File: src/rtl/sudoku_uart_pkg.sv
// Shared constants, frame layout and FSM encoding for the sudoku game-state UART link.
package sudoku_uart_pkg;

    localparam logic [7:0]  SYNC_BYTE    = 8'hA5;
    localparam int unsigned FRAME_LEN    = 70;
    localparam int unsigned PAYLOAD_LEN  = 68;
    localparam int unsigned HDR_END      = 6;
    localparam int unsigned BOARD_FIRST  = 7;
    localparam int unsigned COLORS_FIRST = 48;
    localparam int unsigned CKSUM        = 69;

    localparam int unsigned SHADOW_W     = PAYLOAD_LEN * 8;
    localparam int unsigned BOARD_W      = 324;
    localparam int unsigned COLORS_W     = 162;
    localparam int unsigned CNT_W        = 7;

    // Pad bits of B1..B68 as they sit in the shadow register (B1 in the MSBs)
    localparam logic [SHADOW_W-1:0] PAD_MASK =
        {8'h01, 8'h00, 8'h0F, 8'h80, 8'hF8, 8'h00, 4'hF, {BOARD_W{1'b0}}, 6'h3F, {COLORS_W{1'b0}}};

    typedef enum logic [1:0] {
        ST_IDLE    = 2'd0,
        ST_PAYLOAD = 2'd1,
        ST_CHECK   = 2'd2
    } rx_state_e;

    // Payload bytes B1..B68, MSB-first, overlaid directly on the shadow register
    typedef struct packed {
        logic [2:0]          current_state;
        logic                game_dificulty;
        logic [1:0]          errors;
        logic                victory_condition;
        logic                pad_b1;
        logic [7:0]          position;
        logic [3:0]          selected_number;
        logic [3:0]          pad_b3;
        logic                pad_b4;
        logic [6:0]          score;
        logic [4:0]          pad_b5;
        logic [10:0]         time_in_seconds;
        logic [3:0]          pad_board;
        logic [BOARD_W-1:0]  full_board;
        logic [5:0]          pad_colors;
        logic [COLORS_W-1:0] colors;
    } game_frame_t;

    // True when any pad bit of the payload is set
    function automatic logic pad_bits_set(input game_frame_t f);
        return |(f & PAD_MASK);
    endfunction

endpackage

File: src/rtl/rx_timeout_counter.sv
// Inter-byte idle counter: cleared by each byte, counts while enabled, saturates at the limit.
module rx_timeout_counter #(
    parameter int unsigned TIMEOUT_CYCLES = 500000
) (
    input  logic clk,
    input  logic reset,
    input  logic clear,
    input  logic enable,
    output logic expired
);

    localparam int unsigned CW = (TIMEOUT_CYCLES > 2) ? $clog2(TIMEOUT_CYCLES) : 1;

    logic [CW-1:0] cnt_q;

    assign expired = (cnt_q == CW'(TIMEOUT_CYCLES - 1));

    // Idle-gap counter, held at zero while disabled, never wraps
    always_ff @(posedge clk) begin
        if (reset || clear || !enable) begin
            cnt_q <= '0;
        end else if (!expired) begin
            cnt_q <= cnt_q + 1'b1;
        end
    end

endmodule

File: src/rtl/sudoku_frame_receiver.sv
// Decodes the 70-byte game-state UART frame and commits all fields atomically on a good frame.
module sudoku_frame_receiver #(
    parameter int unsigned TIMEOUT_CYCLES = 500000,
    parameter logic [7:0]  SYNC_BYTE      = 8'hA5
) (
    input  logic         clk,
    input  logic         reset,
    input  logic         rx_valid,
    input  logic [7:0]   rx_data,
    input  logic         rx_error,
    output logic [2:0]   current_state,
    output logic         game_dificulty,
    output logic [323:0] full_board,
    output logic [161:0] colors,
    output logic [7:0]   position,
    output logic [1:0]   errors,
    output logic [3:0]   selected_number,
    output logic         victory_condition,
    output logic [6:0]   score,
    output logic [10:0]  time_in_seconds,
    output logic         frame_valid,
    output logic         frame_error,
    output logic         busy
);

    import sudoku_uart_pkg::*;

    rx_state_e           state_q, state_d;
    logic [CNT_W-1:0]    byte_cnt_q;
    logic [7:0]          cksum_q;
    logic [SHADOW_W-1:0] shadow_q;
    game_frame_t         frame_c;
    logic                start_c, shift_c, commit_c, abort_c;
    logic                timeout_c;

    assign frame_c = game_frame_t'(shadow_q);

    rx_timeout_counter #(
        .TIMEOUT_CYCLES(TIMEOUT_CYCLES)
    ) u_timeout (
        .clk     (clk),
        .reset   (reset),
        .clear   (rx_valid),
        .enable  (state_q != ST_IDLE),
        .expired (timeout_c)
    );

    // FSM state register
    always_ff @(posedge clk) begin
        if (reset) state_q <= ST_IDLE;
        else       state_q <= state_d;
    end

    // Next state and per-cycle datapath controls; rx_error beats a same-cycle byte
    always_comb begin
        state_d  = state_q;
        start_c  = 1'b0;
        shift_c  = 1'b0;
        commit_c = 1'b0;
        abort_c  = 1'b0;
        case (state_q)
            ST_IDLE: begin
                if (rx_valid && rx_data == SYNC_BYTE) begin
                    start_c = 1'b1;
                    state_d = ST_PAYLOAD;
                end
            end
            ST_PAYLOAD: begin
                if (rx_error) begin
                    abort_c = 1'b1;
                end else if (rx_valid) begin
                    shift_c = 1'b1;
                    if (byte_cnt_q == CNT_W'(PAYLOAD_LEN - 1)) state_d = ST_CHECK;
                end else if (timeout_c) begin
                    abort_c = 1'b1;
                end
            end
            ST_CHECK: begin
                if (rx_error) begin
                    abort_c = 1'b1;
                end else if (rx_valid) begin
                    if (rx_data == cksum_q && !pad_bits_set(frame_c)) commit_c = 1'b1;
                    else                                              abort_c  = 1'b1;
                    state_d = ST_IDLE;
                end else if (timeout_c) begin
                    abort_c = 1'b1;
                end
            end
            default: state_d = ST_IDLE;
        endcase
        if (abort_c) state_d = ST_IDLE;
    end

    // Shadow shift register, running checksum and byte counter
    always_ff @(posedge clk) begin
        if (reset) begin
            byte_cnt_q <= '0;
            cksum_q    <= '0;
            shadow_q   <= '0;
        end else if (start_c) begin
            byte_cnt_q <= '0;
            cksum_q    <= '0;
        end else if (shift_c) begin
            byte_cnt_q <= byte_cnt_q + 1'b1;
            cksum_q    <= cksum_q ^ rx_data;
            shadow_q   <= {shadow_q[SHADOW_W-9:0], rx_data};
        end
    end

    // Registered outputs: fields load together on commit, pulses last one cycle
    always_ff @(posedge clk) begin
        if (reset) begin
            current_state     <= '0;
            game_dificulty    <= 1'b0;
            full_board        <= '0;
            colors            <= '0;
            position          <= '0;
            errors            <= '0;
            selected_number   <= '0;
            victory_condition <= 1'b0;
            score             <= '0;
            time_in_seconds   <= '0;
            frame_valid       <= 1'b0;
            frame_error       <= 1'b0;
            busy              <= 1'b0;
        end else begin
            frame_valid <= commit_c;
            frame_error <= abort_c;
            busy        <= (state_d != ST_IDLE);
            if (commit_c) begin
                current_state     <= frame_c.current_state;
                game_dificulty    <= frame_c.game_dificulty;
                full_board        <= frame_c.full_board;
                colors            <= frame_c.colors;
                position          <= frame_c.position;
                errors            <= frame_c.errors;
                selected_number   <= frame_c.selected_number;
                victory_condition <= frame_c.victory_condition;
                score             <= frame_c.score;
                time_in_seconds   <= frame_c.time_in_seconds;
            end
        end
    end

endmodule

File: config.mk
export PLATFORM = sky130hd
export DESIGN_NAME = sudoku_frame_receiver
export DESIGN_NICKNAME = d
export VERILOG_FILES = /design/src/rtl/sudoku_uart_pkg.sv /design/src/rtl/rx_timeout_counter.sv /design/src/rtl/sudoku_frame_receiver.sv
export SDC_FILE = /design/constraint.sdc
export NUM_CORES = 2
export LEC_CHECK = 0
export CAP_MARGIN = 10
export CORE_ASPECT_RATIO = 0.6
export CORE_MARGIN = 3
export CORE_UTILIZATION = 50
export CTS_CLUSTER_DIAMETER = 100
export DETAILED_ROUTE_END_ITERATION = 6
export PLACE_DENSITY = 0.73
export REMOVE_ABC_BUFFERS = 1
export SYNTH_ARGS = -nofsm -noshare
export SYNTH_HDL_FRONTEND = slang
export SYNTH_SLANG_ARGS = --single-unit
export TNS_END_PERCENT = 20
File: constraint.sdc
create_clock -name clk -period 4.4 [get_ports clk]
set_input_delay 0.88 -clock clk [delete_from_list [all_inputs] [get_ports clk]]
set_output_delay 0.88 -clock clk [all_outputs]
set_load 0.01 [all_outputs]
# After elaboration in Yosys (flattened, before gate mapping)
# Index checks and enable logic that the tools add are counted.
# Widths: inputs -> output; s select.
dict set report classes {
  addsub 2
  mul 0
  div 0
  n_lt_le_gt_ge 0
  n_eq_ne 6
  n_shift 0
  n_mux 24
  bitwise 2
  reduce_logical 12
}
# cell count
set ops {}
lappend ops {{$reduce_or 21->1} 1}
lappend ops {{$add 19x1->19 const B} 1}
lappend ops {{$eq 19x19->1 const B} 1}
lappend ops {{$mux 1} 15}
lappend ops {{$mux 2} 7}
lappend ops {{$eq 8x8->1} 1}
lappend ops {{$eq 8x8->1 const B} 1}
lappend ops {{$xor 8x8->8} 1}
lappend ops {{$add 7x1->7 const B} 1}
lappend ops {{$eq 7x7->1 const B} 1}
lappend ops {{$pmux 2 s3} 1}
lappend ops {{$reduce_bool 2->1} 2}
lappend ops {{$eq 2x1->1 const B} 1}
lappend ops {{$eq 2x2->1 const B} 1}
lappend ops {{$logic_and 1x1->1} 2}
lappend ops {{$logic_not 1->1} 2}
lappend ops {{$logic_not 2->1} 1}
lappend ops {{$logic_or 1x1->1} 2}
lappend ops {{$pmux 1 s2} 1}
lappend ops {{$reduce_and 2->1} 1}
lappend ops {{$reduce_or 2->1} 1}
lappend ops {{$not 1->1} 1}
dict set report word_totals {
  reg_bits 1106
  latchBits 0
  mem_bits_rw 0
  rom_bits 0
  inputBits 12
  elab_cells 64
  memories 0
}

# Logic depth before layout (Yosys ltp)
dict set report depth {
  depth_word 9
  ltp_mapped 9
}

# Hierarchy
# From an unflattened synthesis, not the netlist that was laid out.
dict set report unflattened {
  cells_unflattened 4985
  area_unflattened_um2 45622.5
}
# module n_inst cells_per_inst area_per_inst_um2 seq_area_each_um2
set by_module_without_submodules {}
lappend by_module_without_submodules {sudoku_frame_receiver 1 4882 44676.6 21760.9}
lappend by_module_without_submodules {rx_timeout_counter 1 103 945.9 380.4}

# Worst setup path before layout
# OpenSTA, ideal clock, no wires.
dict set report synth_timing {
  path_type {input to register}
  startpoint {input port rx_data[6]}
  endpoint {register shadow_q[252], in the netlist frame_c[252]}
  setup_time_ps 70
  arrival_time_ps 2309
  required_time_ps 4330
  setup_slack_ps 2020
  cell_stages 8
  path_buffers 3
  path_cell_list {and4b_1 nand4_1 nand2_1 buf_2 clkbuf_1 clkbuf_1 nand2_1 a21oi_1}
}
dict set report synth_via {
  elab_chain_len 6
}
# element line
set synth_rtl {}
lappend synth_rtl {{start, declared} sudoku_frame_receiver.sv:9} ;# input logic [7:0] rx_data,
lappend synth_rtl {{$eq 8x8->1} sudoku_frame_receiver.sv:63} ;# if (rx_valid && rx_data == SYNC_BYTE) begin
lappend synth_rtl {{$logic_and 1x1->1} sudoku_frame_receiver.sv:63}
lappend synth_rtl {{$mux 1} sudoku_frame_receiver.sv:63}
lappend synth_rtl {{$mux 1} sudoku_frame_receiver.sv:61} ;# case (state_q)
lappend synth_rtl {{$not 1->1 (no line)} --}
lappend synth_rtl {{$reduce_and 2->1 (no line)} --}
lappend synth_rtl {{end signal, assigned} sudoku_frame_receiver.sv:106} ;# shadow_q <= {shadow_q[SHADOW_W-9:0], rx_data};
lappend synth_rtl {{end, declared} sudoku_frame_receiver.sv:31} ;# logic [SHADOW_W-1:0] shadow_q;
# Every way passes these cells.
# A chain may end at the register's enable or synchronous reset.

# Worst setup path after layout
dict set report layout_timing {
  startpoint {register shadow_q[166], in the netlist frame_c[166]}
  endpoint {register full_board[259]}
}
dict set report layout_via {
  elab_chain_len 7
}
# element line
set layout_rtl {}
lappend layout_rtl {{$reduce_or 21->1} sudoku_uart_pkg.sv:49} ;# return |(f & PAD_MASK);
lappend layout_rtl {{$logic_not 1->1} sudoku_frame_receiver.sv:82} ;# if (rx_data == cksum_q && !pad_bits_set(frame_c)) commit_c = 1'b1;
lappend layout_rtl {{$logic_and 1x1->1} sudoku_frame_receiver.sv:82}
lappend layout_rtl {{$mux 1} sudoku_frame_receiver.sv:82}
lappend layout_rtl {{$mux 1} sudoku_frame_receiver.sv:81} ;# end else if (rx_valid) begin
lappend layout_rtl {{$mux 1} sudoku_frame_receiver.sv:79} ;# if (rx_error) begin
lappend layout_rtl {{$mux 1} sudoku_frame_receiver.sv:61}
lappend layout_rtl {{end signal, assigned} sudoku_frame_receiver.sv:133} ;# full_board <= frame_c.full_board;
lappend layout_rtl {{end, declared} sudoku_frame_receiver.sv:13} ;# output logic [323:0] full_board,
# Every way passes these cells.

==> results.toml <==
[pwr]
intPower_mw = 15.3
swShare_pct = 21.0
power_switching_mw = 4.07
vdd_drop_max_uv = 376
seqPwrFrac_pct = 51.8
p_leak_nw = 15.7
power.density_nw_per_um2 = 384
power_mw = 19.3
comb_power_share_pct = 1.5
clkPwrFrac_pct = 46.7

[layout]
seqCellArea_sq_um = 22100
insertedDiodeCount = 0
area_delta_synth_final_pct = 22.6
multiInputGateArea_sq_um = 17100
postLayoutCoreUtil_pct = 62.6
layout-drive-gt1-share_pct = 4.44
final_common_cell = "nand2_1"
final_cell_mix = "nand2_1, dfxtp_1, a21oi_1"
final_nets = 5211
fill_cells = 6819

[route]
vias = 32500
drc = 0
dr.pass1.iters = 5
routed_wl_mm = 105
wl_per_cell_microns = 16.6
postRouteAntennaNets = 0
dr.first_iter.drc_count = 2416
via_per_inst = 5.14

[timing]
period_minus_slack_ns = 3.28
slew_headroom_pct = 32.0
hold_violations = 0
finalCritPeriodShare_pct = 74.6
finClkSkew_ns = 0.0276
finalSetupTns_ns = 0
maxSlewViolCount = 0
rsz0062_at_grt = "false"
worst_pin_slew_ns = 1.02
max_freq_mhz = 305
report.final.setup_viol = 0

[clocking]
ctsResizeCount = 0
cts-buffers-inserted = 97
cts_max_path_buffers = 3
hold_buffers = 0
cts.clk_slew.worst_paths_ns = 0.07
cts.sinks = 1106
htree_levels = 3
root_buffer = "clkbuf_16"
post_cts_buffers = 0
worstSkewPairLatency_ns = 0.68
cts_tree = "yes"

[floorplan]
dieArea_sq_um = 85600
fp.dieH_microns = 228
io_pins = 538
dieWidth_microns = 376
core_sq_um = 80400
num_rows = 80
start_util_pct = 51.0

[run_status]
status = "finished clean"

[setup_path]
required_ns = 4.99
worstSetupPathDepth = 7
arrival_ns = 3.87
cpPeakStageDelay_ns = 0.53
critPathTopFamily = "simple AND/OR/NAND/NOR gates"
start_kind = "flip-flop"
cp_common_cell = "buf_12"
critPathBufInv = 2
crit_type = "flip-flop to flip-flop"
path_cells = "nor3_1 > nand4_1 > nor4_2 > and3_4 > buf_12 > buf_12 > mux2i_1"
crit_slowest_cell = "nand4_1"
r2r_cells = 7
cp_max_fo = 50
worst_setup_path_end_kind = "flip-flop"

[logic_synthesis]
yosysTopAreaCell = "dfxtp_1"
yosysTopAreaCellShare_pct = 54.0
netlist_area_sq_um = 41000
synth_warnings = 0
synth-seq-cells = 1106
ys_top_cells_by_area = "dfxtp_1, nand2_1, mux2i_1, a21oi_1, clkbuf_1"
synthDistinctLibCells = 39
async_flop_share_pct = 0
syn_area_per_cell_sq_um = 8.46
synth-main-ff-cell = "dfxtp_1"
syn_inst = 4850
synth-seq-area-share_pct = 54.0
synth_edf_count = 0

[global_routing]
track_usage_pct = 23.6
grt_pass1_vias = 30500
grt_max_degree = 194
antenna_found_initial = 0
overflow = 0
grt_pass1_wl_mm = 167

[flow_run]
drv_cap = 0

[placed_design]
place_hpwl_mm = 68.4
io_buffers = 537
gp_congestion = 0.804

[worst_hold_path]
hold_path_class = "flip-flop to flip-flop"
worstHoldPathCells = 2
-- per-layer routing --
layer | global-route usage (%) | up-vias | routed length (microns) | share of wire (%)
met2 | 36.8 | 720 | 47800 | 45
met4 | 6.22 | 0 | 2430 | 2.3
li1 | - | 16300 | - | -
met3 | 4.67 | 150 | 5790 | 5.5
met1 | 33.4 | 15400 | 49200 | 47
met5 | 0 | - | 0 | 0
-- worst register-to-register path: cells and delay by family (launching register included) --
kind	cells	cell delay [ns]
flops	1	0.36
buf+inv	2	0.77
mux	1	0.32
simple gates	4	1.75
-- power groups by stage --
stage,Combinational [mW],Sequential [mW],Clock (mW)
2_1_floorplan,0.112,10.2,0
3_3_place_gp,0.288,10.2,0
3_5_place_dp,0.288,10.2,0
4_1_cts,0.289,10.0,9.20
5_1_grt,0.315,10.0,9.59
6_report,0.291,10.0,9.04
-- Yosys cell counts, drive strengths merged (2+ instances only) --
cell type  number
nor2b           2
buf            91
nor2           45
nor4            7
nand3           8
a21oi         549
ha              6
o31a            2
xnor2          14
mux2i         525
nor3            5
clkbuf        270
inv             5
and3b           2
dfxtp        1106
o21ai           6
nand4          12
xor2           24
or3             3
nand2        2150
and3            4
a41oi           2
-- cell type report --
cell class	instances	area share, %
timing repair buffer	605	12.6
tap	1066	2.65
multi-input combinational	3377	34.0
clock buffer	136	5.56
sequential	1106	44.0
clock inverter	41	1.18
inverter	6	0.0597
-- per-stage QoR --
step                      instances  hold WS, ns  area, sq um  setup slack (ns)
after detailed placement       6160        0.446        46900             0.914
after CTS                      6337        0.456        50300              1.18
after floorplan                4489        0.430        39200            -19.45
after global placement         6160        0.441        46900             0.934
final                          6337        0.452        50300              1.12
after global routing           6337        0.468        50300              1.05
-- cell families (layout without fill, tap and decap cells) --
family	after synthesis	count (layout)	synth area share, %
AND/OR/NAND/NOR	2244	2244	20.8
flip-flops	1106	1106	54.0
AO/OA/AOI/OAI	564	564	6.96
multiplexers	525	525	12.8
buffers and inverters	367	788	4.42
XOR/XNOR	38	38	0.811
adder cells (fa/ha/maj)	6	6	0.183
-- worst paths after layout --
kind	from	end	slack (ns)
worst max-delay path	frame_c[166]	full_board[259]	1.12
worst min-delay path	frame_c[181]	frame_c[189]	0.45
worst max register to register	frame_c[166]	full_board[259]	1.12
worst min register to register	frame_c[181]	frame_c[189]	0.45
-- registers in the layout, indices dropped and copies added, names as in the netlist --
signal and cells:
u_timeout.cnt_q 19, game_dificulty 1, current_state 3, frame_c 544, full_board 324, time_in_seconds 11
errors 2, position 8, byte_cnt_q 7, colors 162, score 7, state_q 2
frame_valid 1, busy 1, frame_error 1, cksum_q 8, selected_number 4, victory_condition 1
No activity file was read; power rests on OpenSTA's default activity.
